===== src/rtl/miner_pkg.sv =====
// Shared types and constants for the miner nonce scheduler.
// Holds the scheduler state encoding and the default nonce width.
package miner_pkg;

  localparam int NONCE_W_DEF = 32;

  typedef enum logic [1:0] {
    ST_IDLE     = 2'd0,
    ST_DISPATCH = 2'd1,
    ST_DRAIN    = 2'd2
  } state_t;

endpackage


===== src/rtl/miner_scheduler_rr_arbiter.sv =====
// Round-robin arbiter with a rotating priority pointer.
// The pointer moves to one past the granted index whenever advance is high.
module rr_arbiter #(
  parameter int W = 4
) (
  input  logic         clk,
  input  logic         reset,
  input  logic [W-1:0] req,
  input  logic         advance,
  output logic [W-1:0] grant
);

  localparam int PW = (W > 1) ? $clog2(W) : 1;

  logic [PW-1:0] ptr_r;
  logic [PW-1:0] ptr_nxt_s;
  logic [PW-1:0] idx_s;
  logic          found_s;
  logic          hit_s;

  // first requester at or after the pointer wins
  always_comb begin
    grant     = '0;
    ptr_nxt_s = ptr_r;
    idx_s     = '0;
    found_s   = 1'b0;
    hit_s     = 1'b0;
    for (int k = 0; k < W; k++) begin
      idx_s        = PW'((int'(ptr_r) + k) % W);
      hit_s        = req[idx_s] & ~found_s;
      grant[idx_s] = grant[idx_s] | hit_s;
      ptr_nxt_s    = hit_s ? PW'((int'(idx_s) + 1) % W) : ptr_nxt_s;
      found_s      = found_s | hit_s;
    end
  end

  // pointer register
  always_ff @(posedge clk or negedge reset) begin
    if (!reset) begin
      ptr_r <= '0;
    end else if (advance) begin
      ptr_r <= ptr_nxt_s;
    end
  end

endmodule


===== src/rtl/miner_scheduler.sv =====
// Hands sequential nonces to idle hash cores and collects winning nonces,
// signalling completion once every core is idle and all results are drained.
module miner_scheduler
  import miner_pkg::*;
#(
  parameter int NUM_CORES    = 4,
  parameter int NONCE_W      = NONCE_W_DEF,
  parameter bit STOP_ON_FIND = 1'b1
) (
  input  logic                         clk,
  input  logic                         reset,
  input  logic                         start,
  input  logic                         abort,
  input  logic [NONCE_W-1:0]           nonce_start,
  input  logic [NONCE_W-1:0]           nonce_end,
  input  logic [NUM_CORES-1:0]         core_ready,
  output logic [NUM_CORES-1:0]         core_req,
  output logic [NONCE_W-1:0]           core_nonce,
  input  logic [NUM_CORES-1:0]         core_found,
  input  logic [NUM_CORES*NONCE_W-1:0] core_found_nonce,
  output logic [NUM_CORES-1:0]         core_found_ack,
  output logic                         found_valid,
  output logic [NONCE_W-1:0]           found_nonce,
  input  logic                         found_ready,
  output logic                         busy,
  output logic                         done
);

  state_t               state_r, state_nxt_s;
  logic [NONCE_W-1:0]   next_r, last_r;
  logic [NONCE_W-1:0]   found_nonce_r, cap_nonce_s;
  logic [NUM_CORES-1:0] iss_grant_s, find_req_s, find_grant_s, core_found_ack_r;
  logic                 found_valid_r, done_r, busy_r;
  logic                 can_capture_s, capture_s, issue_s;
  logic                 load_s, empty_done_s, drain_done_s;

  // a core whose ack is in flight is masked so it is not captured twice
  assign can_capture_s = ~found_valid_r | found_ready;
  assign find_req_s    = can_capture_s ? (core_found & ~core_found_ack_r) : '0;
  assign capture_s     = |find_grant_s;
  assign issue_s       = |core_req;

  rr_arbiter #(.W(NUM_CORES)) u_issue_arb (
    .clk     (clk),
    .reset   (reset),
    .req     (core_ready),
    .advance (issue_s),
    .grant   (iss_grant_s)
  );

  rr_arbiter #(.W(NUM_CORES)) u_find_arb (
    .clk     (clk),
    .reset   (reset),
    .req     (find_req_s),
    .advance (capture_s),
    .grant   (find_grant_s)
  );

  // one-hot select of the captured core's nonce
  always_comb begin
    cap_nonce_s = '0;
    for (int i = 0; i < NUM_CORES; i++) begin
      cap_nonce_s = cap_nonce_s |
                    ({NONCE_W{find_grant_s[i]}} & core_found_nonce[i*NONCE_W +: NONCE_W]);
    end
  end

  // next-state and issue decode
  always_comb begin
    state_nxt_s  = state_r;
    core_req     = '0;
    load_s       = 1'b0;
    empty_done_s = 1'b0;
    drain_done_s = 1'b0;
    case (state_r)
      ST_IDLE: begin
        if (start && (nonce_start <= nonce_end)) begin
          state_nxt_s = ST_DISPATCH;
          load_s      = 1'b1;
        end else if (start) begin
          empty_done_s = 1'b1;
        end else begin
          state_nxt_s = ST_IDLE;
        end
      end
      ST_DISPATCH: begin
        if (abort) begin
          state_nxt_s = ST_DRAIN;
        end else begin
          core_req = iss_grant_s;
          if (((|iss_grant_s) && (next_r == last_r)) || (STOP_ON_FIND && capture_s)) begin
            state_nxt_s = ST_DRAIN;
          end else begin
            state_nxt_s = ST_DISPATCH;
          end
        end
      end
      ST_DRAIN: begin
        if ((&core_ready) && !found_valid_r && !(|core_found)) begin
          state_nxt_s  = ST_IDLE;
          drain_done_s = 1'b1;
        end else begin
          state_nxt_s = ST_DRAIN;
        end
      end
      default: begin
        state_nxt_s = ST_IDLE;
      end
    endcase
  end

  // state register
  always_ff @(posedge clk or negedge reset) begin
    if (!reset) begin
      state_r <= ST_IDLE;
    end else begin
      state_r <= state_nxt_s;
    end
  end

  // nonce counter, result register and status outputs
  always_ff @(posedge clk or negedge reset) begin
    if (!reset) begin
      next_r           <= '0;
      last_r           <= '0;
      found_valid_r    <= 1'b0;
      found_nonce_r    <= '0;
      core_found_ack_r <= '0;
      done_r           <= 1'b0;
      busy_r           <= 1'b0;
    end else begin
      if (load_s) begin
        next_r <= nonce_start;
        last_r <= nonce_end;
      end else if (issue_s && (next_r != last_r)) begin
        next_r <= next_r + NONCE_W'(1);
      end
      if (capture_s) begin
        found_valid_r <= 1'b1;
        found_nonce_r <= cap_nonce_s;
      end else if (found_ready) begin
        found_valid_r <= 1'b0;
      end
      core_found_ack_r <= find_grant_s;
      done_r           <= empty_done_s | drain_done_s;
      busy_r           <= (state_nxt_s != ST_IDLE);
    end
  end

  assign core_nonce     = next_r;
  assign core_found_ack = core_found_ack_r;
  assign found_valid    = found_valid_r;
  assign found_nonce    = found_nonce_r;
  assign busy           = busy_r;
  assign done           = done_r;

endmodule


===== config.mk =====
export PLATFORM = sky130hd
export DESIGN_NAME = miner_scheduler
export DESIGN_NICKNAME = d
export VERILOG_FILES = /design/src/rtl/miner_pkg.sv /design/src/rtl/miner_scheduler_rr_arbiter.sv /design/src/rtl/miner_scheduler.sv
export SDC_FILE = /design/constraint.sdc
export NUM_CORES = 1
export LEC_CHECK = 0
export ABC_AREA = 1
export BUFFER_PORTS_ARGS = -buffer_cell sky130_fd_sc_hd__buf_4
export CAP_MARGIN = 20
export CORE_UTILIZATION = 46
export DETAILED_ROUTE_END_ITERATION = 12
export HOLD_SLACK_MARGIN = 0.08
export PLACE_DENSITY = 0.71
export SLEW_MARGIN = 20
export SYNTH_ARGS = -nofsm -noshare
export SYNTH_HDL_FRONTEND = slang
export SYNTH_SLANG_ARGS = --single-unit

===== constraint.sdc =====
create_clock -name clk -period 3.4 [get_ports clk]
set_input_delay 0.17 -clock clk [delete_from_list [all_inputs] [get_ports clk]]
set_output_delay 0.17 -clock clk [all_outputs]
set_load 0.01 [all_outputs]

After elaboration in Yosys (flattened, before gate mapping)
Index checks and enable logic that the tools add are counted.
{"block": "word_totals", "register_bits": 109, "in_bits": 205, "out_inout_bits": 75, "elab_cells": 193}
{"block": "classes", "n_reduce_logical": 29, "bitwise": 38, "muxes": 82, "addsub": 13, "n_lt_le_gt_ge": 17, "n_eq_ne": 4}
{"cell": "32-bit AND", "count": 4}
{"cell": "32-bit bitwise OR", "count": 3}
{"cell": "32-bit two-way mux", "count": 2}
{"cell": "1-bit two-way mux", "count": 33}
{"cell": "32-bit by 1-bit adder with 32-bit output (second input constant)", "count": 1}
{"cell": "1-bit binary-select mux with 2-bit select", "count": 16}
{"cell": "32-bit == test", "count": 1}
{"cell": "32-bit less-or-equal comparator", "count": 1}
{"cell": "32-bit inequality test", "count": 1}
{"cell": "2-bit two-way mux", "count": 13}
{"cell": "4-bit bitwise mux", "count": 6}
{"cell": "2-bit by 3-bit less-than comparator with 1-bit output (second input constant)", "count": 8}
{"cell": "2-bit by 1-bit adder with 2-bit output (second input constant)", "count": 8}
{"cell": "1-bit demux with 2-bit select", "count": 8}
{"cell": "2-bit by 1-bit >= comparator with 1-bit output (second input constant)", "count": 8}
{"cell": "4-bit OR reduction", "count": 4}
{"cell": "1-bit bitwise OR", "count": 14}
{"cell": "1-bit logical AND", "count": 13}
{"cell": "4-bit AND", "count": 3}
{"cell": "4-bit two-way mux", "count": 3}
{"cell": "2-bit adder (second input constant)", "count": 4}
{"cell": "4-bit nonzero test", "count": 2}
{"cell": "1-bit NOT", "count": 7}
{"cell": "1-bit AND", "count": 6}
{"cell": "other kinds (10)", "count": 14}

Depth between registers and ports, before layout
{"block": "logic_depth", "depth_word": 25, "depth_mapped": 25, "depth_no_buf": 25}

Hierarchy
From an unflattened synthesis, not the netlist that was laid out.
{"block": "hier_totals", "hier_cells": 1105, "hier_area_um2": 8181.6}
{"module": "miner_scheduler", "area_per_inst_um2": 6861.6, "n_inst": 1, "cells_each": 886, "seq_area_each_um2": 2627.5}
{"module": "rr_arbiter at u_find_arb", "area_per_inst_um2": 668.1, "n_inst": 1, "cells_each": 116, "seq_area_each_um2": 50.0}
{"module": "rr_arbiter at u_issue_arb", "area_per_inst_um2": 651.9, "n_inst": 1, "cells_each": 103, "seq_area_each_um2": 50.0}

Worst setup path after synthesis
No wires, ideal clock.
{"block": "synth_timing", "kind": "reg2reg", "startpoint": "register u_issue_arb.ptr_r[0]", "endpoint": "register next_r[4], in the netlist core_nonce[4]", "stages_incl_launch_ff": 26, "arrival_ns": 2.880, "required_ns": 3.283, "path_slack_ns": 0.404, "period_less_slack_ns": 2.996, "n_path_buf": 2, "setup_ns": 0.117, "cell_sequence": "dfrtp_1 > inv_2 > buf_4 > ha_1 > inv_1 > nand2_1 > o21a_1 > nand2_2 > nand3_1 > nand3_1 > nand3_1 > nand2_1 > nand3_1 > nand3_1 > nand3_1 > nand2_1 > nand3_1 > nand2_1 > inv_1 > nand3_1 > nand4_4 > nand2_4 > nand2_4 > buf_6 > nand2_1 > nand2_1"}
{"block": "synth_between", "elab_chain_cells": 22, "word_cells_on_any_way": 60, "classes_between": "3 x add/sub; 8 x order compare; 29 x mux; 13 x bitwise; 7 x reduce/logical"}
{"item": "start, declared", "line": "miner_scheduler_rr_arbiter.sv:15", "source": "logic [PW-1:0] ptr_r;"}
{"item": "start signal, assigned", "line": "miner_scheduler_rr_arbiter.sv:42", "source": "ptr_r <= ptr_nxt_s;"}
{"item": "2-bit by 3-bit less-than comparator with 1-bit output (implied by the code) or 2-bit by 1-bit >= comparator with 1-bit output (tied branches)", "line": "miner_scheduler_rr_arbiter.sv:31", "source": "grant[idx_s] = grant[idx_s] | hit_s;"}
{"item": "1-bit logical AND (implied by the code)", "line": "miner_scheduler_rr_arbiter.sv:31"}
{"item": "1-bit two-way mux (implied by the code)", "line": "miner_scheduler_rr_arbiter.sv:31"}
{"item": "1-bit demux with 2-bit select"}
{"item": "4-bit AND (no line)"}
{"item": "1-bit binary-select mux with 2-bit select", "line": "miner_scheduler_rr_arbiter.sv:31"}
{"item": "1-bit two-way mux (implied by the code)", "line": "miner_scheduler_rr_arbiter.sv:31"}
{"item": "1-bit bitwise OR", "line": "miner_scheduler_rr_arbiter.sv:31"}
{"item": "(+6 left out)"}
{"item": "1-bit two-way mux (implied by the code)", "line": "miner_scheduler_rr_arbiter.sv:31"}
{"item": "1-bit bitwise OR", "line": "miner_scheduler_rr_arbiter.sv:31"}
{"item": "4-bit bitwise mux (*)", "line": "miner_scheduler_rr_arbiter.sv:31"}
{"item": "4-bit two-way mux (*)", "line": "miner_scheduler.sv:87", "source": "if (abort) begin"}
{"item": "4-bit two-way mux (*)", "line": "miner_scheduler.sv:75", "source": "case (state_r)"}
{"item": "4-bit OR reduction (*)", "line": "miner_scheduler.sv:41", "source": "assign issue_s = |core_req;"}
{"item": "1-bit logical AND (*)", "line": "miner_scheduler.sv:135", "source": "end else if (issue_s && (next_r != last_r)) begin"}
{"item": "2-bit nonzero test (no line) (*)"}
{"item": "end signal, assigned", "line": "miner_scheduler.sv:133", "source": "next_r <= nonce_start;"}
{"item": "end signal, assigned", "line": "miner_scheduler.sv:136", "source": "next_r <= next_r + NONCE_W'(1);"}
{"item": "end, declared", "line": "miner_scheduler.sv:30", "source": "logic [NONCE_W-1:0] next_r, last_r;"}
Every way passes the cells marked *; elsewhere a longest branch is shown, timed or not. The select of a mux whose other input is x is not followed.
A chain may end at the register's enable or synchronous reset.

Final worst setup path
{"block": "layout_timing", "startpoint": "register u_issue_arb.ptr_r[0]", "endpoint": "register next_r[10], in the netlist core_nonce[10]"}
The elaborated chain is that of the path after synthesis.

==> results_dict.tcl <==
set metrics [dict create \
    syn_area_sq_um 8050 \
    totalPowerFinal_w 0.0113 \
    yosysUniqueCellTypes 37 \
    crit_top_cell "nand3_1" \
    stdcell_count 1757 \
    r2r_slack_ns 0.31 \
    crit_type "reg2reg" \
    hpwl_mm 20.6 \
    clock_skew_ns 0.0103 \
    clk_pin_slew_ns 0.08 \
    swShare 0.499 \
    synth_warnings 0 \
    grt_max_degree 85 \
    drtIter0Drc 683 \
    fin_crit_sh 0.910 \
    cp-end-kind "register" \
    slowest_stage "dfrtp_1" \
    setup_violations 0 \
    hp-class "in2reg" \
    powerDensity_nw_per_um2 979 \
    grt_pass1_vias 8715 \
    drt_first_pass_iters 5 \
    period_minus_slack_ns 3.09 \
    synth-async-reset-ratio 1.00 \
    numCtsBuffers 9 \
    vias_per_cell 5.28 \
    final_hold_viol_count 0 \
    pwr-share-clk 0.103 \
    wirelength_mm 27.7 \
    slowest_delay_ns 0.39 \
    p_leak_nw 5.95 \
    synth.avg_cell_area_sq_um 6.80 \
    critPathBufInv 2 \
    dp_cells 1672 \
    core.rowCount 48 \
    pwr-share-seq 0.227 \
    cts_sinks 109 \
    fmax_mhz 323 \
    status "completed" \
    start_util 0.469 \
    path_delay_family "simple AND/OR/NAND/NOR gates" \
    portBuffers 279 \
    via_count 9279 \
    drive_gt1_frac 0.237 \
    antenna_found_initial 0 \
    synth_area_leaders "dfrtp_1 34%, nand2_1 21%, nand3_1 9.3%" \
    cts_tree "done" \
    netlist_top_cells_count "446 x nand2_1, 150 x nand3_1, 109 x dfrtp_1" \
    syn_nets 1430 \
    p_switching_w 0.00566 \
    placed_area_sq_um 10500 \
    gr-total-overflow 0 \
    finalNetCount 1773 \
    synth_top_area_cell "dfrtp_1" \
    place_congestion 0.973 \
    pwr-share-comb 0.671 \
    netlist.area_leader.share 0.339 \
    drv_slew 0 \
    dieArea_sq_um 18000 \
    postSynthCellCount 1184 \
    ios 280 \
    nFillCells 1544 \
    vdd_drop_max_mv 0.843 \
    yosysMostFrequentCell "nand2_1" \
    p_int_w 0.00568 \
    grtUsageTotal 0.308 \
    cp_cell_sequence "buf_4 -> or2_1 -> o21ai_2 -> nand2_1 -> o21a_1 -> nand2_2 -> nand3_1 -> nand3_1 -> nand3_1 -> nand2_1 -> nand3_1 -> nand3_1 -> nand3_1 -> nand2_1 -> nand3_1 -> nand2_1 -> inv_1 -> nand3_1 -> nand4_4 -> nand2_8 -> nand2_4 -> nand2_1 -> nand2_1" \
    final_cell_area_sq_um 11600 \
    die_h_um 134 \
    critical_path_depth 23 \
    max_slew_margin 0.559 \
    ys_seq_area_frac 0.339 \
    min_path_cells 3 \
    syn2layout_area_growth_pct 44.0 \
    drc_errors 0 \
    ant_nets 0 \
    wl_per_cell_um 15.8 \
    final_util 0.675 \
    reg2regPathDepth 23 \
    path_max_fanout 16 \
    core_sq_um 17200 \
    worst_setup_path_start_kind "register" \
    grt_pass1_wl_mm 44.2 \
    fp.dieW_um 134 \
    maxCapViolCount 0 \
    worstPathRequired_ns 3.65 \
    synth-edff-count 0 \
    worstMarginPinSlew_ns 0.661 \
    ys.flop_type "dfrtp_1" \
    synth-seq-cells 109 \
    arrival_ns 3.35 \
    clockBufferDepth 2 \
    clock_latency_ns 0.36 \
    antennaDiodeCount 0 \
    cts-root-buf "clkbuf_16" \
    htreeDepth 3 \
]
[cell usage in the layout (no fill, tap or decap), types with 21 or more instances in the layout]
master	instances
nand2_1	446
buf_4	301
nand3_1	147
dfrtp_1	109
inv_1	101
dlygate4sd3_1	65
o21ai_0	59
a21oi_1	47
ha_1	40
nor2_1	36
xnor2_1	25
nand4_1	21
[worst min-delay path, stage by stage]
cell	delay [ns]
buf_4	0.11
inv_1	0.06
o21ai_0	0.08
[routing by layer]
| layer | vias to the layer above | track usage | wire, um | part of all wire |
|---|---|---|---|---|
| met4 | 0 | 0.0955 | 693 | 0.025 |
| met5 | - | 0 | 0 | 0 |
| li1 | 4553 | - | - | - |
| met1 | 4299 | 0.438 | 12300 | 0.45 |
| met3 | 52 | 0.0450 | 1960 | 0.071 |
| met2 | 375 | 0.483 | 12700 | 0.46 |
[cells by family after synthesis]
logic type / share of synthesized area
AO/OA/AOI/OAI: 0.0905
buffers and inverters: 0.0814
flip-flops: 0.339
AND/OR/NAND/NOR: 0.377
adder cells (fa/ha/maj): 0.0637
XOR/XNOR: 0.0490
[area by class of cell]
class / instances / area [sq um] / share of cell area
Clock inverter: 6 / 92.6 / 0.00799
Tap cell: 225 / 282 / 0.0243
Inverter: 107 / 402 / 0.0347
Timing Repair Buffer: 376 / 3100 / 0.268
Sequential cell: 109 / 2730 / 0.235
Clock buffer: 10 / 229 / 0.0198
Multi-Input combinational cell: 924 / 4750 / 0.410
[power groups by stage]
stage	clock (W)	sequential [W]	combinational, W
CTS	0.00119	0.00256	0.00735
global placement	0	0.00257	0.00722
finish	0.00116	0.00257	0.00761
detailed placement	0	0.00257	0.00728
floorplan	0	0.00262	0.00464
global route	0.00123	0.00264	0.00849
[final timing paths]
| check | from | endpoint |
|---|---|---|
| setup / recovery | u_issue_arb.ptr_r[0]$_DFFE_PN0P_ | core_nonce[10]$_DFFE_PN0P_ |
| hold / removal | nonce_end[12] | last_r[12]$_DFFE_PN0P_ |
| setup reg to reg | u_issue_arb.ptr_r[0]$_DFFE_PN0P_ | core_nonce[10]$_DFFE_PN0P_ |
| hold reg to reg | last_r[8]$_DFFE_PN0P_ | last_r[8]$_DFFE_PN0P_ |
| max in group asynchronous | reset | found_nonce[20]$_DFFE_PN0P_ |
| min in group asynchronous | reset | last_r[25]$_DFFE_PN0P_ |
[sequential cells by signal, summed over array words and instances, names as in the netlist]
register           count
last_r                32
u_issue_arb.ptr_r      2
done                   1
state_r                2
core_found_ack         4
found_valid            1
u_find_arb.ptr_r       2
found_nonce           32
busy                   1
core_nonce            32
[repair_timing]
action,4_1_cts,5_1_grt
hold buffers,65,0
endpoints found under the hold margin,80,0
gates resized for setup,0,20
setup endpoints to repair,0,71
setup buffers,0,3
[metrics by stage]
step	hold WS, ns	TNS, ns	worst slack [ns]
2_1_floorplan	-0.126	0	0.404
3_3_place_gp	0.230	0	0.287
3_5_place_dp	0.232	0	0.130
4_1_cts	0.0844	0	0.0886
5_1_grt	0.104	-0.0153	-0.00918
6_report	0.0904	0	0.305
(Power assumes the default switching activity.)
